[src/rtl/lcd_init_module.sv]
// Power-on initialisation sequencer for an ST7565-class SPI 12864 LCD.
// Pulses the panel hardware reset, waits for the controller to settle, then
// pushes a fixed 10-byte command list through the SPI write stage, one byte
// per start/done handshake, and finally reports a one-cycle done pulse.
module lcd_init_module #(
    parameter int RST_LOW_CYCLES  = 500,
    parameter int RST_WAIT_CYCLES = 50000,
    parameter int CMD_GAP_CYCLES  = 10
) (
    input  logic       CLK,
    input  logic       RSTn,
    input  logic       Init_Start_Sig,
    output logic       Init_Done_Sig,
    output logic       LCD_RSTn,
    output logic       SPI_Start_Sig,
    output logic [8:0] SPI_Data,
    input  logic       SPI_Done_Sig
);

    // Terminal counts: the counter starts at 0 on state entry, so a phase of
    // N cycles ends when the counter reaches N-1.
    localparam logic [15:0] RST_LOW_LAST  = 16'(RST_LOW_CYCLES - 1);
    localparam logic [15:0] RST_WAIT_LAST = 16'(RST_WAIT_CYCLES - 1);
    localparam logic [15:0] CMD_GAP_LAST  = 16'(CMD_GAP_CYCLES - 1);
    localparam logic [3:0]  NUM_CMDS      = 4'd10;

    typedef enum logic [2:0] {
        ST_IDLE,
        ST_RST_LOW,
        ST_RST_WAIT,
        ST_SEND,
        ST_GAP,
        ST_DONE,
        ST_END
    } state_t;

    state_t      state;
    logic [15:0] cnt;
    logic [3:0]  idx;

    // Controller bring-up command list: reset, bias, ADC/COM direction,
    // power control, regulator ratio, contrast, start line, display on.
    function automatic logic [7:0] cmd_byte(input logic [3:0] i);
        logic [7:0] b;
        case (i)
            4'd0:    b = 8'hE2;
            4'd1:    b = 8'hA2;
            4'd2:    b = 8'hA0;
            4'd3:    b = 8'hC8;
            4'd4:    b = 8'h2F;
            4'd5:    b = 8'h26;
            4'd6:    b = 8'h81;
            4'd7:    b = 8'h10;
            4'd8:    b = 8'h40;
            4'd9:    b = 8'hAF;
            default: b = 8'h00;
        endcase
        return b;
    endfunction

    // Sequencer FSM; every output is a register updated on the transition
    // that enters the state where it must change.
    always_ff @(posedge CLK or negedge RSTn) begin
        if (!RSTn) begin
            state         <= ST_IDLE;
            cnt           <= 16'd0;
            idx           <= 4'd0;
            Init_Done_Sig <= 1'b0;
            LCD_RSTn      <= 1'b1;
            SPI_Start_Sig <= 1'b0;
            SPI_Data      <= 9'h000;
        end else begin
            case (state)
                ST_IDLE: begin
                    if (Init_Start_Sig) begin
                        state    <= ST_RST_LOW;
                        LCD_RSTn <= 1'b0;
                        cnt      <= 16'd0;
                        idx      <= 4'd0;
                    end
                end
                ST_RST_LOW: begin
                    if (cnt == RST_LOW_LAST) begin
                        state    <= ST_RST_WAIT;
                        LCD_RSTn <= 1'b1;
                        cnt      <= 16'd0;
                    end else begin
                        cnt <= cnt + 16'd1;
                    end
                end
                ST_RST_WAIT: begin
                    if (cnt == RST_WAIT_LAST) begin
                        state         <= ST_SEND;
                        SPI_Start_Sig <= 1'b1;
                        SPI_Data      <= {1'b0, cmd_byte(idx)};
                        cnt           <= 16'd0;
                    end else begin
                        cnt <= cnt + 16'd1;
                    end
                end
                ST_SEND: begin
                    // Start and data stay frozen until the SPI stage finishes.
                    if (SPI_Done_Sig) begin
                        state         <= ST_GAP;
                        SPI_Start_Sig <= 1'b0;
                        idx           <= idx + 4'd1;
                        cnt           <= 16'd0;
                    end
                end
                ST_GAP: begin
                    if (cnt == CMD_GAP_LAST) begin
                        cnt <= 16'd0;
                        if (idx < NUM_CMDS) begin
                            state         <= ST_SEND;
                            SPI_Start_Sig <= 1'b1;
                            SPI_Data      <= {1'b0, cmd_byte(idx)};
                        end else begin
                            state         <= ST_DONE;
                            Init_Done_Sig <= 1'b1;
                        end
                    end else begin
                        cnt <= cnt + 16'd1;
                    end
                end
                ST_DONE: begin
                    Init_Done_Sig <= 1'b0;
                    state         <= ST_END;
                    cnt           <= 16'd0;
                end
                ST_END: begin
                    // The control stage still holds start for a cycle after
                    // the done pulse; only a low level re-arms the block.
                    if (!Init_Start_Sig) begin
                        state <= ST_IDLE;
                        cnt   <= 16'd0;
                    end
                end
                default: begin
                    state <= ST_IDLE;
                    cnt   <= 16'd0;
                end
            endcase
        end
    end

endmodule

[config.mk]
export PLATFORM = sky130hd
export DESIGN_NAME = lcd_init_module
export DESIGN_NICKNAME = d
export VERILOG_FILES = /design/src/rtl/lcd_init_module.sv
export SDC_FILE = /design/constraint.sdc
export NUM_CORES = 1
export LEC_CHECK = 0
export BUFFER_PORTS_ARGS = -buffer_cell sky130_fd_sc_hd__buf_4
export CAP_MARGIN = 40
export CORE_MARGIN = 4
export CORE_UTILIZATION = 64
export CTS_CLUSTER_SIZE = 24
export DETAILED_ROUTE_END_ITERATION = 6
export HOLD_SLACK_MARGIN = 0.08
export PLACE_DENSITY = 0.87
export SLEW_MARGIN = 40
export SYNTH_ARGS = -nofsm -noshare
export SYNTH_HDL_FRONTEND = slang
export SYNTH_SLANG_ARGS = --single-unit
[constraint.sdc]
create_clock -name CLK -period 4.32 [get_ports CLK]
set_input_delay 0.216 -clock CLK [delete_from_list [all_inputs] [get_ports CLK]]
set_output_delay 0.216 -clock CLK [all_outputs]
set_load 0.01 [all_outputs]
# Word level (Yosys, flattened, before mapping)
# Memory sizes are Yosys's and may differ from the RTL's.
# Cells that the tools add are included.
# Widths: inputs -> output; s select.
[op_classes] n_addsub=2 n_lt_le_gt_ge=1 n_eq_ne=17 mux=33 reduce_logical=13
[op_table] cell="$mux 16" n=6
[op_table] cell="$pmux 16 s6" n=1
[op_table] cell="$mux 9" n=3
[op_table] cell="$mux 3" n=7
[op_table] cell="$pmux 3 s7" n=1
[op_table] cell="$pmux 9 s2" n=1
[op_table] cell="$add 16x1->16 const B" n=1
[op_table] cell="$eq 16x16->1 const B" n=1
[op_table] cell="$eq 16x4->1 const B" n=1
[op_table] cell="$eq 16x9->1 const B" n=1
[op_table] cell="$ne 2x2->1 const B" n=8
[op_table] cell="$reduce_and 3->1" n=4
[op_table] cell="$eq 3x3->1 const B" n=3
[op_table] cell="$mux 1" n=8
[op_table] cell="$mux 4" n=2
[op_table] cell="$pmux 4 s2" n=1
[op_table] cell="$reduce_bool 2->1" n=4
[op_table] cell="$eq 3x2->1 const B" n=2
[op_table] cell="$reduce_and 6->1" n=1
[op_table] cell="$reduce_and 5->1" n=1
[op_table] cell="$add 4x1->4 const B" n=1
[op_table] cell="$lt 4x4->1 const B" n=1
[op_table] cell="$pmux 1 s2" n=2
[op_table] cell="$reduce_and 4->1" n=1
[op_table] cell="4 further kinds" n=4
[word_totals] regBits=35 romBits=256 in_bits=4 out_inout_bits=12 elab_cells=75 mem_count=2
[memory_table] memory="(name not given)" words=16 word_bits=8 rd=1 rd_clocked_by_memory_dff=0 write_ports=0 line="45" rtl="case (i)"
[memory_table] memory="(name not given)" words=16 word_bits=8 rd=1 rd_clocked_by_memory_dff=0 write_ports=0 line="45"

# Longest topological paths before layout
[logic_depth] depth_word=4 mapped_depth=8 mapped_depth_nobuf=7

# Least setup slack after synthesis
# OpenSTA, ideal clock, no wires.
[synth_path] path_kind="register to register" start="register cnt[4]" end="register SPI_Data[0]" setup_time_ps=125 arrival_ps=2181 t_required_ps=4195 setup_slack_ps=2014 stages_incl_launch_ff=7 n_path_buf=1 period_less_slack_ps=2306 cell_sequence="dfrtp_1 -> or4b_4 -> nor4_2 -> o22ai_2 -> or3_1 -> buf_6 -> mux2_4"
[synth_between] elab_chain_len=3 word_cells_on_any_way=5 cone_classes="eq/ne (4); reduce/logical (1)"
[synth_lines] element="start: declaration" line="38" rtl="logic [15:0] cnt;"
[synth_lines] element="start signal: assignment" line="88" rtl="cnt <= cnt + 16'd1;"
[synth_lines] element="start signal: assignment" line="98" rtl="cnt <= cnt + 16'd1;"
[synth_lines] element="start signal: assignment" line="122" rtl="cnt <= cnt + 16'd1;"
[synth_lines] element="$eq 16x16->1 / $eq 16x4->1 (equally long branches)" line="92, 111"
[synth_lines] element="$ne 2x2->1 (no source line)"
[synth_lines] element="$reduce_and 4->1 (no source line) *"
[synth_lines] element="end signal: assignment" line="95" rtl="SPI_Data <= {1'b0, cmd_byte(idx)};"
[synth_lines] element="end signal: assignment" line="116" rtl="SPI_Data <= {1'b0, cmd_byte(idx)};"
[synth_lines] element="end: declaration" line="16" rtl="output logic [8:0] SPI_Data,"
# Every way passes the cells marked *; elsewhere a longest branch is shown, timed or not.
# A chain may end at the register's enable or synchronous reset.

# Worst setup path after layout
[layout_path] start="register cnt[2]" end="register state[0]"
[layout_between] elab_chain_len=3 word_cells_on_any_way=7 cone_classes="eq/ne (6); reduce/logical (1)"
[layout_lines] element="$eq 16x16->1 (tied with other cells)" line="92" rtl="if (cnt == RST_WAIT_LAST) begin"
[layout_lines] element="$ne 2x2->1 (no source line)"
[layout_lines] element="$reduce_and 6->1 (no source line) *"
[layout_lines] element="end signal: assignment" line="93" rtl="state <= ST_SEND;"
[layout_lines] element="end signal: assignment" line="104" rtl="state <= ST_GAP;"
[layout_lines] element="end signal: assignment" line="114" rtl="state <= ST_SEND;"
[layout_lines] element="end: declaration" line="37" rtl="state_t state;"
# Marks and branches as above.

==> results.env <==
RUN_STATUS='completed'
FIRST_PASS_GRT_WIRE_LENGTH_MICRONS=7090
PLACEMENT.IO_BUFFERS=14
CLOCK_INSERTION_DELAY_WORST_SKEW_NS=0.33
SYNTH.YOSYS.WARNINGS=0
TRACK_USAGE_PCT=22.3
DIE_AREA_SQ_MM=0.00413
YOSYS-MUX-AREA-FRACTION_PCT=7.96
FLOORPLAN.INITIALDENSITY_PCT=66.4
SETUP.WORST_PATH.START_CLASS='flop'
SYNTH_TOP_FAMILY_BY_AREA='simple AND/OR/NAND/NOR gates'
LAYOUT-DRIVE-GT1-SHARE_PCT=16.5
MIN-DELAY-PATH-CLASS='in -> reg'
TIMING.CRITICAL_PATH.MAX_DELAY_FAMILY='simple AND/OR/NAND/NOR gates'
NUMBER_OF_ANTENNA_VIOLATIONS_AT_THE_FIRST_CHECK_IN_GLOBAL_ROUTING=0
IO_PINS=16
SYNTH-MAIN-FF-CELL='dfrtp_1'
MAXIMUM_CAPACITANCE_VIOLATIONS=0
CORE_REGION_AREA_SQ_MM=0.00305
CTS_TREE='done'
SLOWEST_STAGE='or4_1'
FINALNETCOUNT=230
POST_SYNTH_AND_OR_NAND_NOR_AREA_FRACTION_PCT=24.8
YOSYS.CELL_TYPES.COUNT=48
TIMING.CRITICAL_PATH.TO_TYPE='flop'
CLOCK_TREE.HTREE_LEVEL_COUNT=2
FINALPOWER_mW=1.14
LAYOUT.CELLS.MOST_COMMON_LIST='dfrtp_1, nor2_1, a21oi_1, buf_4'
FIN_CRIT_NS=2.70
PLACE_HPWL_MICRONS=2820
AREA_GROWTH_PCT=7.90
POST_SYN_AREA_PER_CELL_SQ_UM=9.70
POSTSYNTHREGISTERBITS=34
MOST_COMMON_CELL_AFTER_LAYOUT_FILL_AND_TAPS_ASIDE='dfrtp_1'
NUMBER_OF_ENABLE_FLIP_FLOP_CELLS_AFTER_SYNTHESIS=0
POST-SYNTH-TOP-AREA-CELL='dfrtp_1'
SYNTHXORXNORAREAFRAC_PCT=5.62
CTS_NUM_SINKS=34
DIE_W_MICRONS=64.3
WORST_PATH_LARGEST_CELL_DELAY_NS=0.61
MAX_SLEW.WORST_PIN.SLEW_NS=0.840
WORST_SLEW_MARGIN_REL_PCT=43.5
FINAL_CORE_UTIL_PCT=71.6
CP.ARRIVAL_NS=2.92
ANTENNA-DIODE-COUNT=0
DRT_WL_TOTAL_MICRONS=3920
SYNTH_FA_HA_AREA_SHARE_PCT=4.94
YOSYS-TOP-CELLS-AREA='dfrtp_1, mux2_4, ha_1'
DRT_PASS1_ITERATIONS=5
CTS.REPORTEDPATHS.CLKPINSLEW_NS=0.09
DIE_H_MICRONS=64.3
GRT-OVFL-TOTAL=0
WORST-PATH-MAX-FANOUT=16
SETUP_TOTAL_NEGATIVE_SLACK_NS=0
DETAILEDROUTE.FIRSTITERATIONVIOLATIONS=90
DRT_DRC_VIOLATIONS_LEFT=0
BUFFER_DEPTH_OF_THE_LONGEST_CLOCK_PATH=2
POWER.STATIC_LEAKAGE_nW=0.964
POST-SYNTH-TOP-AREA-FRACTION_PCT=40.7
SYNTH_SEQUENTIAL_AREA_RATIO_PCT=42.0
SYNTH_FP_NETS=221
POSTCTSRESIZEDCELLS=0
POWER-PER-CELL-AREA_mW_PER_MM2=520
CRIT_TYPE='reg -> reg'
TRITONCTS.NUM_BUFFERS=5
FINAL.FILL_COUNT=247
GP_ROUTABILITY_CONGESTION=0.915
SYNTH-COMPOUND-AREA-SHARE_PCT=10.1
SLEW_VIOLATIONS=0
FINAL_HOLD_VIOL_COUNT=0
FIRST_GLOBAL_VIAS=1468
ROUTED_WIRE_LENGTH_PER_INSTANCE_MICRONS=14.9
TIMING.FMAX_MHz=371
DRTANTENNAVIOLNETS=0
POST_DRT_VIA_CELL_RATIO=5.84
FIN_WORST_SKEW_NS=0.00705
CRIT_PATH_CELL_TRACE='or4_1 > nor4_1 > nor2_1 > nor3_4 > mux2_1'
LARGEST_NET_DEGREE_AT_THE_START_OF_GLOBAL_ROUTING=35
VIAS=1531
CRITICAL_PATH_REQUIRED_NS=4.54
MASTER_CELL_OF_THE_CLOCK_ROOT_BUFFER='clkbuf_4'
PLACEMENT_ROWS=20
SYNTHCELLS=209
CRITICAL_PATH_BUF_INV_COUNT=0
SETUP_VIOL_COUNT_FINAL=0
WORST_IR_DROP_VDD_mV=0.387
YS_ASYNC_SR_FRACTION_PCT=100
TIMING.FINAL.CRIT_SHARE_PCT=62.4
GRT_SETUP_UNREPAIRED='no'
SYNTH.CELL_AREA_SQ_MM=0.00203
-- Yosys cell counts, types with 2 or more instances --
cell type and count:
ha_1 8, a31oi_1 2, nor2_1 25, a21oi_1 14, nor2b_1 5, nand4_1 8
nor3_1 7, or3b_2 2, o22ai_1 3, nand3_1 9, or3_1 2, xor2_1 4
nand2b_1 4, mux2_4 8, nand2_1 8, inv_1 7, nor4_1 7, clkbuf_1 9
xnor2_1 9, mux2i_1 3, dfrtp_1 33, o21ai_0 6
-- metrics by stage --
| step | setup slack [ns] | instances | hold slack, ns | cell area, sq um |
|---|---|---|---|---|
| after CTS | 1.62 | 262 | 0.204 | 2190 |
| after global routing | 1.46 | 262 | 0.253 | 2190 |
| after global placement | 1.55 | 254 | 0.177 | 2130 |
| after detailed placement | 1.63 | 254 | 0.182 | 2130 |
| after floorplan | 2.01 | 209 | -0.0796 | 2030 |
| final | 1.62 | 262 | 0.218 | 2190 |
-- metal layers --
layer	vias up	GRT usage, %	wire length (microns)
li1	764	-	-
met1	706	31.8	1860
met2	55	32.1	1730
met3	6	5.45	265
met4	0	9.50	55
met5	-	0	0
-- where the power goes --
group	total [mW]	switching (mW)	leakage (nW)	internal, mW
clock network	0.158	0.0967	0.0254	0.0613
registers	0.476	0.0958	0.441	0.380
logic	0.505	0.279	0.498	0.225
-- sequential cells by signal (all words and copies together), names as in the netlist --
signal	flops
Init_Done_Sig	1
LCD_RSTn	1
SPI_Data	8
SPI_Start_Sig	1
cnt	16
idx	4
state	3
-- worst reg2reg max path: cells and delay by family, from the launching register on --
family / cells / cell delay, ns
and+or+nand+nor: 4 / 1.75
muxes: 1 / 0.37
DFF: 1 / 0.45
-- cell families (layout without fill, tap and decap cells) --
family,after synthesis,in the layout
AND/OR/NAND/NOR,88,88
flip-flops,34,34
AO/OA/AOI/OAI,33,33
buffers and inverters,20,29
XOR/XNOR,13,13
multiplexers,12,12
adder cells (fa/ha/maj),8,8
other,1,1
-- cell type report --
type                    instances  area (sq um)  area share [%]
inverters                       7          26.3            1.20
multi-input cells             155          1090            50.0
clock buffers                   7          45.0            2.06
well taps                      44          55.1            2.52
repair buffers                 15           115            5.26
flip-flops and latches         34           852            39.0
-- path summary, 6_finish.rpt --
kind | start | to | slack, ns | cells after the start
max in group asynchronous | RSTn | LCD_RSTn$_DFFE_PN1P_ | 3.63 | 2
setup reg to reg | cnt[2]$_DFFE_PN0P_ | state[0]$_DFFE_PN0P_ | 1.62 | 5
setup / recovery | cnt[2]$_DFFE_PN0P_ | state[0]$_DFFE_PN0P_ | 1.62 | 5
min in group asynchronous | RSTn | cnt[7]$_DFFE_PN0P_ | 0.34 | 2
hold / removal | Init_Start_Sig | LCD_RSTn$_DFFE_PN1P_ | 0.22 | 4
hold reg to reg | SPI_Data[6]$_DFFE_PN0P_ | SPI_Data[6]$_DFFE_PN0P_ | 0.52 | 1
-- repair_timing --
item,4_1_cts,5_1_grt
hold endpoints to repair,33,0
endpoints found under the setup margin,0,0
hold buffers,1,0
buffers inserted,0,0
Power figures use the tool's default switching activity.
